==> config.mk <==
export PLATFORM = sky130hd
export DESIGN_NAME = serial_adder_flat
export DESIGN_NICKNAME = d
export VERILOG_FILES = /design/src/rtl/add_pkg.sv /design/src/rtl/serial_adder_if.sv /design/src/rtl/add_slice.sv /design/src/rtl/serial_adder.sv /design/src/flat_wrapper.sv
export SDC_FILE = /design/constraint.sdc
export NUM_CORES = 1
export LEC_CHECK = 0
export CAP_MARGIN = 20
export CELL_PAD_IN_SITES_DETAIL_PLACEMENT = 1
export CELL_PAD_IN_SITES_GLOBAL_PLACEMENT = 1
export CORE_AREA = 5 5 75 77
export CTS_CLUSTER_SIZE = 24
export DETAILED_ROUTE_END_ITERATION = 16
export DIE_AREA = 0 0 80 82
export HOLD_SLACK_MARGIN = 0.15
export PLACE_DENSITY_LB_ADDON = 0.25
export RECOVER_POWER = 50
export SETUP_SLACK_MARGIN = 0.02
export SLEW_MARGIN = 10
export SYNTH_ARGS = -nofsm -noshare
export SYNTH_HDL_FRONTEND = slang
export SYNTH_SLANG_ARGS = --single-unit
==> constraint.sdc <==
create_clock -name clk -period 2.7 [get_ports clk]
set_clock_uncertainty 0.2 [all_clocks]
set_input_delay 0.81 -clock clk [delete_from_list [all_inputs] [get_ports clk]]
set_output_delay 0.81 -clock clk [all_outputs]
set_load 0.02 [all_outputs]
==> src/rtl/add_pkg.sv <==
`default_nettype none
// ============================================================================
//  Module   : add_pkg
//  Brief    : Shared types and helpers for the multi-cycle serial adder.
//  Revision : 1.0  initial release
// ============================================================================
package add_pkg;

    typedef enum logic [1:0] {
        IDLE = 2'd0,
        RUN  = 2'd1,
        DONE = 2'd2
    } state_t;

    // Counter width for a step count; a single-step design still gets one bit.
    function automatic int clog2(input int value);
        int r;
        r = 0;
        for (int i = 0; i < 31; i++) begin
            if ((1 << r) < value) begin
                r = r + 1;
            end
        end
        return (r < 1) ? 1 : r;
    endfunction

endpackage
`default_nettype wire

==> src/rtl/serial_adder_if.sv <==
`default_nettype none
// ============================================================================
//  Module   : serial_adder_if
//  Brief    : Operand/result valid-ready bundle for the serial adder.
//  Revision : 1.0  initial release
// ============================================================================
interface serial_adder_if #(
    parameter int WIDTH = 8
);
    logic             in_valid;
    logic             in_ready;
    logic [WIDTH-1:0] a;
    logic [WIDTH-1:0] b;
    logic             cin;
    logic             out_valid;
    logic             out_ready;
    logic [WIDTH-1:0] sum;
    logic             cout;
    logic             overflow;

    // Producer/consumer side of the adder.
    modport master (
        output in_valid, a, b, cin, out_ready,
        input  in_ready, out_valid, sum, cout, overflow
    );

    // The adder itself.
    modport slave (
        input  in_valid, a, b, cin, out_ready,
        output in_ready, out_valid, sum, cout, overflow
    );
endinterface
`default_nettype wire

==> src/rtl/add_slice.sv <==
`default_nettype none
// ============================================================================
//  Module   : add_slice
//  Brief    : BPC-bit ripple of 1-bit full adders; also exposes the carry
//             into the slice MSB so the caller can derive signed overflow.
//  Revision : 1.0  initial release
// ============================================================================
module add_slice #(
    parameter int BPC = 1
) (
    input  logic [BPC-1:0] i_a,
    input  logic [BPC-1:0] i_b,
    input  logic           i_cin,
    output logic [BPC-1:0] o_sum,
    output logic           o_cout,
    output logic           o_cmsb
);

    logic [BPC:0] w_c;

    assign w_c[0] = i_cin;

    for (genvar gi = 0; gi < BPC; gi++) begin : g_fa
        assign o_sum[gi]  = i_a[gi] ^ i_b[gi] ^ w_c[gi];
        assign w_c[gi+1]  = (i_a[gi] & i_b[gi]) | (w_c[gi] & (i_a[gi] ^ i_b[gi]));
    end

    assign o_cout = w_c[BPC];
    assign o_cmsb = w_c[BPC-1];

endmodule
`default_nettype wire

==> src/rtl/serial_adder.sv <==
`default_nettype none
// ============================================================================
//  Module   : serial_adder
//  Brief    : Multi-cycle WIDTH-bit adder, BPC bits per clock, LSB slice
//             first, with valid/ready handshakes on both sides.
//  Revision : 1.0  initial release
// ============================================================================
module serial_adder
    import add_pkg::*;
#(
    parameter int WIDTH = 8,
    parameter int BPC   = 1
) (
    input  logic         clk,
    input  logic         rst,
    serial_adder_if.slave bus
);

    localparam int c_STEPS = WIDTH / BPC;
    localparam int c_CW    = clog2(c_STEPS);

    if (WIDTH < 1 || BPC < 1 || BPC > WIDTH || (WIDTH % BPC) != 0) begin : g_bad_params
        $error("serial_adder: WIDTH must be a positive multiple of BPC");
    end

    state_t            r_state;
    state_t            w_state_next;
    logic [WIDTH-1:0]  r_a;
    logic [WIDTH-1:0]  r_b;
    logic              r_carry;
    logic [c_CW-1:0]   r_cnt;
    logic [WIDTH-1:0]  r_sum;
    logic              r_cout;
    logic              r_ovf;

    logic              w_accept;
    logic              w_last;
    logic              w_in_ready;
    logic              w_out_valid;
    logic [BPC-1:0]    w_slice_sum;
    logic              w_slice_cout;
    logic              w_slice_cmsb;
    logic [WIDTH+BPC-1:0] w_sum_cat;

    add_slice #(
        .BPC (BPC)
    ) u_slice (
        .i_a    (r_a[BPC-1:0]),
        .i_b    (r_b[BPC-1:0]),
        .i_cin  (r_carry),
        .o_sum  (w_slice_sum),
        .o_cout (w_slice_cout),
        .o_cmsb (w_slice_cmsb)
    );

    assign w_last    = (r_cnt == c_CW'(c_STEPS - 1));
    assign w_accept  = bus.in_valid && w_in_ready;
    // New slice enters at the MSB end; after STEPS shifts the LSB slice sits at bit 0.
    assign w_sum_cat = {w_slice_sum, r_sum};

    always_ff @(posedge clk) begin
        if (rst) begin
            r_state <= IDLE;
        end else begin
            r_state <= w_state_next;
        end
    end

    always_comb begin
        w_state_next = r_state;
        w_in_ready   = 1'b0;
        w_out_valid  = 1'b0;
        case (r_state)
            IDLE: begin
                w_in_ready = 1'b1;
                if (bus.in_valid) begin
                    w_state_next = RUN;
                end
            end
            RUN: begin
                if (w_last) begin
                    w_state_next = DONE;
                end
            end
            DONE: begin
                w_out_valid = 1'b1;
                if (bus.out_ready) begin
                    w_state_next = IDLE;
                end
            end
            default: begin
                w_state_next = IDLE;
            end
        endcase
    end

    always_ff @(posedge clk) begin
        if (rst) begin
            r_a     <= '0;
            r_b     <= '0;
            r_carry <= 1'b0;
            r_cnt   <= '0;
            r_sum   <= '0;
            r_cout  <= 1'b0;
            r_ovf   <= 1'b0;
        end else if (w_accept) begin
            r_a     <= bus.a;
            r_b     <= bus.b;
            r_carry <= bus.cin;
            r_cnt   <= '0;
        end else if (r_state == RUN) begin
            r_a     <= r_a >> BPC;
            r_b     <= r_b >> BPC;
            r_carry <= w_slice_cout;
            r_sum   <= w_sum_cat[WIDTH+BPC-1:BPC];
            r_cnt   <= r_cnt + c_CW'(1);
            if (w_last) begin
                r_cout <= w_slice_cout;
                r_ovf  <= w_slice_cmsb ^ w_slice_cout;
            end
        end
    end

    assign bus.in_ready  = w_in_ready;
    assign bus.out_valid = w_out_valid;
    assign bus.sum       = r_sum;
    assign bus.cout      = r_cout;
    assign bus.overflow  = r_ovf;

endmodule
`default_nettype wire

==> src/flat_wrapper.sv <==
// flat-port wrapper written by rule: the top's interface ports become plain ports
module serial_adder_flat import add_pkg::*;
#(
    parameter int WIDTH = 8,
    parameter int BPC   = 1
)
  (clk, rst, bus_in_valid, bus_a, bus_b, bus_cin, bus_out_ready, bus_in_ready, bus_out_valid, bus_sum, bus_cout, bus_overflow);
  serial_adder_if #(.WIDTH(WIDTH)) bus_i ();
  input  logic clk;
  input  logic rst;
  input wire logic [$bits(bus_i.in_valid)-1:0] bus_in_valid;
  input wire logic [$bits(bus_i.a)-1:0] bus_a;
  input wire logic [$bits(bus_i.b)-1:0] bus_b;
  input wire logic [$bits(bus_i.cin)-1:0] bus_cin;
  input wire logic [$bits(bus_i.out_ready)-1:0] bus_out_ready;
  output wire logic [$bits(bus_i.in_ready)-1:0] bus_in_ready;
  output wire logic [$bits(bus_i.out_valid)-1:0] bus_out_valid;
  output wire logic [$bits(bus_i.sum)-1:0] bus_sum;
  output wire logic [$bits(bus_i.cout)-1:0] bus_cout;
  output wire logic [$bits(bus_i.overflow)-1:0] bus_overflow;
  assign bus_i.in_valid = bus_in_valid;
  assign bus_i.a = bus_a;
  assign bus_i.b = bus_b;
  assign bus_i.cin = bus_cin;
  assign bus_i.out_ready = bus_out_ready;
  assign bus_in_ready = bus_i.in_ready;
  assign bus_out_valid = bus_i.out_valid;
  assign bus_sum = bus_i.sum;
  assign bus_cout = bus_i.cout;
  assign bus_overflow = bus_i.overflow;
  serial_adder #(.WIDTH(WIDTH), .BPC(BPC)) u_core (.clk(clk), .rst(rst), .bus(bus_i));
endmodule
==> results list, run 1 <==
* Clock tree from TritonCTS: yes
* Number of buffers between clock root and the deepest sink: 2
* Count of unique library cells instantiated by Yosys: 26
- Required time reported for the critical path endpoint: 1690 ps
- Worst rel slew slack: 52.0%
- Yosys warning total: 0
* Total overflow reported by the global router: 0
* Mean cell area of the mapped netlist: 8.56 µm²
- Fraction of the cycle the final worst path needs: 90.6%
- Initial Util: 28.7%
- The worst setup path is launched from a flop.
- Post-synthesis sequential element count: 32
- For the pin with the worst max-slew slack, the measured transition is 721 ps.
- Total track usage: 11.9%
- Counting every net in the synthesized netlist gives 190.
* Number of port buffers: 32
- For the finished layout, the period the worst path requires is 2440 ps.
- GRT met2 Usage: 19.6%
* Y dimension of the die: 82 µm
- The critical path is of the flop to primary output type.
* Worst-case hold slack: 256 ps
- Clock tree root driver cell: clkbuf_8
* CTS H-tree lvls: 2
* Sum Neg Setup Slack: 0 ps
- Buf+Inv Stages, Crit Path: 1
- Post-CTS repair changed the size of 0 cells.
* Number of I/O pins: 33
- Clock sink total: 32
- Drt wl/cell: 13.0 µm
- The clock reaches the later pin of the worst-skew pair after 280 ps.
- Initial DRT Pass Iterations: 3
- Clock slew at reported path FFs: 70 ps
* Via count of the first global-routing pass: 1,266
- Count of buffers added by post-CTS timing repair for setup: 0
- VDD IR-drop max: 203 µV
- Kind of cell adding the most delay to the critical path: buffers and inverters
- The synthesized netlist occupies a cell area of 1420 µm².
- Among all stages on the critical path, the largest delay is contributed by clkdlybuf4s50_1.
* Fill count: 600
* Number of cell rows: 26
- The number of antenna violations at the first check in global routing is 0.
- Traced cell by cell, the critical path runs through nor2b_1 > clkdlybuf4s50_1.
- Sequential elements use 45.1% of the synthesized area.
- The routed design has 3510 µm of wire.
- The final-report max-slew violation count was 0.
* Met3 capacity usage during global routing: 3.40%
- The layer flagged by global routing as most heavily used is met2.
* Share of cells above drive strength 1: 11.5%
- Final HPWL DP: 2590 µm
* Maximum number of pins on one net before global-route repair: 33
- Power spread over the standard cell area amounts to 605 nW/µm².
- After the first detailed-routing iteration, the DRC count stood at 63.
* CTS Hold Bufs: 0
- Residual DRC count: 0
- Count of mapped cells out of synthesis: 166
* Routed vias: 1,236
- Using the TritonRoute via totals, the vias-per-cell ratio works out to 4.58.
- Buffers inserted during clock tree synthesis total 5.
- Static leakage: 0.000721 µW
* Max frequency: 409 MHz
- The worst setup path is captured at a primary output.
- Setup violations remaining at the end of the flow were counted as 0.
* Met1 track demand over resource in global routing: 14.0%
- Routability-driven placement finished with a final weighted congestion of 0.721.
* Total number of nets in the final design: 223
- The detail route stage leaves a number of antenna-violating nets equal to 0.
- For this run, the slowest stage of the critical path takes 630 ps.
- Data on the critical path arrives at its endpoint at 1430 ps.
- The tool flagged a number of max-cap violations equal to 0.
- The number of antenna diodes in the final layout is 0.
- The floorplan step set the die width to 80 µm.
- The min-delay analysis places its worst path in the category flop to flop.
- The number of hold-slack violations in the final timing report was 0.
* First-pass GRT wire length: 6030 µm
- Area Growth Syn to Fin: 35.7%
- The die covers 6560 µm².
- Setup repair after global routing left no endpoint under its margin.
- After floorplanning, the core was sized to cover 4940 µm².
- Biggest fanout along the worst timing path: 3
- The flow ran to the end, and the final reports show no timing, DRC or antenna violations.
==> final timing paths <==
check / start / end / slack [ps] / cells past startpoint
worst max register to register: u_core.r_state[1]$_SDFFE_PP0P_ / u_core.bus.sum[7]$_SDFFE_PP0P_ / 860 / 5
worst min register to register: u_core.bus.sum[5]$_SDFFE_PP0P_ / u_core.bus.sum[4]$_SDFFE_PP0P_ / 260 / 2
worst max-delay path: u_core.r_state[1]$_SDFFE_PP0P_ / bus_out_valid / 260 / 2
worst min-delay path: u_core.bus.sum[5]$_SDFFE_PP0P_ / u_core.bus.sum[4]$_SDFFE_PP0P_ / 260 / 2
==> power breakdown <==
part / switching (µW) / internal [µW]
Combinational: 76.1 / 75.0
Sequential: 16.4 / 498
Clock: 176 / 326
Total: 269 / 899
==> layout by cell type, fill, tap and decap left out, types with 2 or more instances in the layout <==
cell type,Yosys,routed
mux2i_1,4,4
a211oi_1,6,6
dlygate4sd3_1,0,5
dfxtp_1,32,32
nand2_1,30,30
clkdlybuf4s50_1,0,27
ha_1,2,2
nand3_1,3,3
nor2_1,17,17
a211oi_2,5,5
nor3_1,8,8
clkbuf_8,0,7
or3b_1,3,3
or3b_2,2,2
a21oi_1,27,27
buf_4,0,5
nand2b_1,6,6
==> cells in the mapped netlist, drive strengths merged <==
| master | instances | area, µm² |
|---|---|---|
| dfxtp | 32 | 641 |
| nand2 | 30 | 113 |
| a21oi | 27 | 135 |
| nor2 | 17 | 63.8 |
| a211oi | 11 | 108 |
| buf | 10 | 61.3 |
| nor3 | 8 | 40.0 |
| nand2b | 6 | 37.5 |
| or3b | 5 | 43.8 |
| mux2i | 4 | 40.0 |
| nand3 | 3 | 15.0 |
| clkbuf | 2 | 7.51 |
| ha | 2 | 25.0 |
| and2b | 1 | 7.51 |
| fa | 1 | 20.0 |
| inv | 1 | 3.75 |
| nand3b | 1 | 7.51 |
| nor2b | 1 | 6.26 |
| nor3b | 1 | 18.8 |
| o21ba | 1 | 10.0 |
| xnor2 | 1 | 8.76 |
| xor2 | 1 | 8.76 |
==> worst reg2reg max path, delay by kind of cell (launching register included) <==
family / cells / cell delay [ps]
simple gates: 2 / 610
compound gates: 1 / 140
buf+inv: 2 / 460
flops: 1 / 350
==> layer usage <==
layer | vias to the layer above | share of wire [%]
li1 | 628 | -
met1 | 581 | 45
met2 | 22 | 48
met3 | 5 | 4.3
met4 | 0 | 2.1
met5 | - | 0
==> metrics by stage <==
stage / cell area, µm² / worst slack [ps] / power, µW / utilization [%] / std cells
after global placement: 1810 / 143 / 673 / 36.5 / 262
final: 1930 / 255 / 1170 / 39.0 / 270
after detailed placement: 1810 / 96.8 / 681 / 36.5 / 262
after floorplan: 1420 / 809 / 618 / - / 166
after CTS: 1930 / 228 / 1180 / 39.1 / 270
after global routing: 1930 / 188 / 1230 / 39.0 / 270
==> final cells by class <==
type / count / area, µm² / share of cell area (%)
Tap cell: 70 / 87.6 / 4.54
Inverter: 1 / 3.75 / 0.195
Multi-Input combinational cell: 121 / 708 / 36.7
Timing Repair Buffer: 38 / 363 / 18.8
Clock inverter: 1 / 30.0 / 1.56
Sequential cell: 32 / 641 / 33.2
Clock buffer: 7 / 96.3 / 4.99
==> cell families after synthesis <==
family | Yosys count | share of synthesized area, %
xor+xnor | 2 | 1.23
fa+ha+maj | 3 | 3.17
buf+inv | 13 | 5.10
simple gates | 73 | 24.8
mux | 4 | 2.82
flops | 32 | 45.1
compound gates | 39 | 17.8
==> flip-flops by register name (all words and copies together), names as in the netlist <==
| signal | flops |
|---|---|
| u_core.r_state | 2 |
| u_core.r_a | 8 |
| u_core.r_cnt | 3 |
| u_core.bus.overflow | 1 |
| u_core.bus.sum | 8 |
| u_core.r_b | 8 |
| u_core.bus.cout | 1 |
| u_core.r_carry | 1 |
No activity file was read; power rests on OpenSTA's default activity.
==> inputs of run 2 (changes only) <==
--- a/config.mk
+++ b/config.mk
@@ -9,10 +9,11 @@
 export CELL_PAD_IN_SITES_DETAIL_PLACEMENT = 1
 export CELL_PAD_IN_SITES_GLOBAL_PLACEMENT = 1
 export CORE_AREA = 5 5 75 77
-export CTS_CLUSTER_SIZE = 24
+export CTS_CLUSTER_SIZE = 12
 export DETAILED_ROUTE_END_ITERATION = 16
 export DIE_AREA = 0 0 80 82
 export HOLD_SLACK_MARGIN = 0.15
+export MAX_ROUTING_LAYER = met4
 export PLACE_DENSITY_LB_ADDON = 0.25
 export RECOVER_POWER = 50
 export SETUP_SLACK_MARGIN = 0.02
==> constraint.sdc (replaced) <==
create_clock -name clk -period 2.1 [get_ports clk]
set_clock_uncertainty 0.2 [all_clocks]
set_input_delay 0.63 -clock clk [delete_from_list [all_inputs] [get_ports clk]]
set_output_delay 0.63 -clock clk [all_outputs]
set_load 0.02 [all_outputs]
==> run 2 against run 1 <==
Net effect: register-to-register slack got worse by 600 ps; worst setup slack lost 190 ps; first-iteration DRC count down 16%; count of clock-buffer cells in the layout shrank 1; via count grew 4.4%; sequential cell count unchanged; combinational power rose by 36%; wire length rose by 2.9%; global-route usage increased by 0.56 points; cell area down 1.2%; critical endpoint is now bus_sum[0]; largest cell class unchanged; largest power group unchanged.
==> results list, run 2 (synthesis gave the netlist of run 1 again) <==
* Part of the total power dissipated in sequential elements: 50.3% (+6.2 points)
- Walking the worst path, the cells encountered are clkdlybuf4s50_1.
* Maximum number of pins on one net before global-route repair: 33 (unchanged)
- Of the available clock period, the critical path in the final layout requires 96.8%.
- Clock group share of total power: 34.0% (-9.0 points)
- Required time reported for the critical path endpoint: 1270 ps (-420 ps)
- Clock latency of the later-clocked register in the worst-skew pair: 280 ps (about the same)
* Kind of end point of the critical path: primary output
- The weighted congestion reported at the end of routability-driven placement came to 0.758 (+5.0%).
- The die footprint is 6560 µm² (unchanged).
- Setup-violating endpoint count in the final report: 0 (unchanged)
* Final slew viol count: 0 (unchanged)
- VDD IR-drop max: 280 µV (+38%)
* Ratio of routed vias to standard cells: 4.75 (+3.7%)
* CTS H-tree lvls: 2 (unchanged)
- The overall power consumption came to 1310 µW (+12%).
- The number of global-route vias before repair came to 1,347 (+6.4%).
* Number of antenna violations at the first check in global routing: 0 (unchanged)
- Static leakage: 0.000746 µW (+3.5%)
- Status: complete, no violations
* Actual slew at the worst max-slew pin: 460 ps (-261 ps)
* Share of cells above drive strength 1: 11.4% (-0.11 points)
* CTS Hold Bufs: 0 (unchanged)
- The global route total overflow is 0 (unchanged).
* Clock sink total: 32 (unchanged)
- Residual DRC count: 0 (unchanged)
- Clock tree synthesis selected as its root buffer the cell clkbuf_8.
* Number of cell rows: 26 (unchanged)
- Kind of cell adding the most delay to the critical path: buffers and inverters
- The maximum net fanout on the critical path is 2 (-1).
- Clock slew at reported path FFs: 60 ps (about the same)
- Power dissipated by switching net loads: 344 µW (+28%)
- The share of total power consumed by net switching is 26.2% (+3.2 points).
- The number of hold-slack violations in the final timing report was 0 (unchanged).
- Fin crit period: 2030 ps
- The data arrival time of the critical path came to 1200 ps (-230 ps).
* Critical Path Start: u_core.bus.sum[0]$_SDFFE_PP0P_
- Total number of nets in the final design: 226 (+1.3%)
- The count of buffering cells on the critical path with inverters included is 1 (unchanged).
- Worst rel slew slack: 69.4% (+17 points)
- Number of port buffers: 32 (unchanged)
- The footprint of the multi-input gates is 708 µm² (unchanged).
- Static timing analysis puts the maximum clock frequency at 492 MHz.
- The worst reg-to-reg setup slack is 260 ps (-600 ps).
* Kind of critical path: flop to primary output
- In this run the critical register-to-register path is captured at u_core.bus.overflow$_SDFFE_PP0P_.
- The buffer depth of the longest clock path is 2 (unchanged).
- Pwr/cell area: 689 nW/µm² (+14%)
- First-pass GRT wire length: 6220 µm (+3.1%)
- The detailed placer's ending HPWL was 2630 µm (+1.6%).
- Drt wl/cell: 13.3 µm (+2.2%)
- Total area of sequential cells: 641 µm² (unchanged)
- Area Growth Syn to Fin: 34.1%
* Count of buffers added by post-CTS timing repair for setup: 0 (unchanged)
- The logic depth of the worst register-to-register path was 5 (unchanged).
* Endpoint of the most critical setup path: bus_sum[0]
- Y dimension of the die: 82 µm (unchanged)
- Cell-internal power: 969 µW (+7.8%)
- Cell count along the critical path: 1 (-1)
- Worst reg2reg path startpoint: u_core.r_state[0]$_SDFFE_PP0P_
- The antenna diode count is 0 (unchanged).
- The number of violations of the max-capacitance limit was 0 (unchanged).
- The total global-route track usage came to 12.4% (+0.56 points).
* Die Wd: 80 µm (unchanged)
* Type of the most critical hold path: flop to flop
- Setup repair after global routing left no endpoint under its margin.
* Initial DRT Pass Iterations: 4 (+1)
- Number of DRC markers in iteration 0: 53 (-16%)
- Part of the total power dissipated in combinational logic: 15.7% (+2.7 points)
- Final core occ: 38.5% (-0.48 points)
- Most common cell after layout, fill and taps aside: dfxtp_1
* Post-Route WL: 3610 µm (+2.9%)
- Critical Path Start Type: flop
* CTS Buf Count: 5 (unchanged)
* Initial Util: 28.7% (unchanged)
- Routed vias: 1,291 (+4.4%)
* Clock tree from TritonCTS: yes
- Fill count: 599 (-0.17%)
- The number of top-level pins is 33 (unchanged).
- The count of nets left with antenna violations after detail routing was 0 (unchanged).
* Commonest cells after routing, fill and taps aside: dfxtp_1 (32), nand2_1 (30), a21oi_1 (27)
- Delay of the slowest critical-path stage: 600 ps (-30 ps)
- Area of the placeable core: 4940 µm² (unchanged)
- Slowest-stage cell, CP: clkdlybuf4s50_1
run 2: how the worst min path moves through the flow:
stage	cells past startpoint	end	slack, ps	startpoint
2_1_floorplan	2	u_core.r_a[5]$_SDFFE_PP0P_	240	u_core.r_a[6]$_SDFFE_PP0P_
3_3_place_gp	2	u_core.bus.sum[0]$_SDFFE_PP0P_	240	u_core.bus.sum[0]$_SDFFE_PP0P_
3_5_place_dp	2	u_core.bus.overflow$_SDFFE_PP0P_	250	u_core.bus.overflow$_SDFFE_PP0P_
4_1_cts	2	u_core.bus.overflow$_SDFFE_PP0P_	260	u_core.bus.overflow$_SDFFE_PP0P_
5_1_grt	2	u_core.r_b[7]$_SDFFE_PP0P_	290	u_core.r_b[7]$_SDFFE_PP0P_
6_report	2	u_core.bus.overflow$_SDFFE_PP0P_	260	u_core.bus.overflow$_SDFFE_PP0P_
run 2: power by group through the flow:
stage | registers [µW] | logic, µW | clock network, µW
after CTS | 661 | 211 | 457
after global routing | 665 | 230 | 479
after floorplan | 672 | 123 | 0
after detailed placement | 675 | 212 | 0
final | 661 | 206 | 447
after global placement | 673 | 205 | 0
run 2: cell type report:
| cell class | instances | area share (%) |
|---|---|---|
| inverters | 1 | 0.197 |
| repair buffers | 41 | 20.4 |
| multi-input cells | 121 | 37.2 |
| clock buffers | 6 | 3.81 |
| well taps | 70 | 4.60 |
| clock inverters | 1 | 0.263 |
| flip-flops and latches | 32 | 33.6 |
run 2: repair_timing:
item | in CTS | in global routing
gates resized for setup | 10 | 1
endpoints found under the setup margin | 10 | 1
pin swaps | 0 | 0
endpoints found under the hold margin | 0 | 0
run 2: through the flow:
stage | hold WS, ps | std cells | setup TNS (ps) | area, µm² | setup WS, ps
2_1_floorplan | 237 | 166 | 0 | 1420 | 389
3_3_place_gp | 245 | 265 | -1650 | 1850 | -128
3_5_place_dp | 249 | 265 | -2250 | 1850 | -192
4_1_cts | 259 | 272 | 0 | 1920 | 23.0
5_1_grt | 290 | 272 | 0 | 1910 | 21.8
6_report | 258 | 272 | 0 | 1910 | 66.6
run 2: metal layers:
metal  vias to the layer above  track usage, %  wire [µm]  share of wire (%)
met5                         -               -          0                  0
met4                         0            4.56         48                1.3
met3                         6            3.40        156                4.3
met2                        28            21.4       1780                 49
met1                       624            13.8       1620                 45
li1                        633               -          -                  -
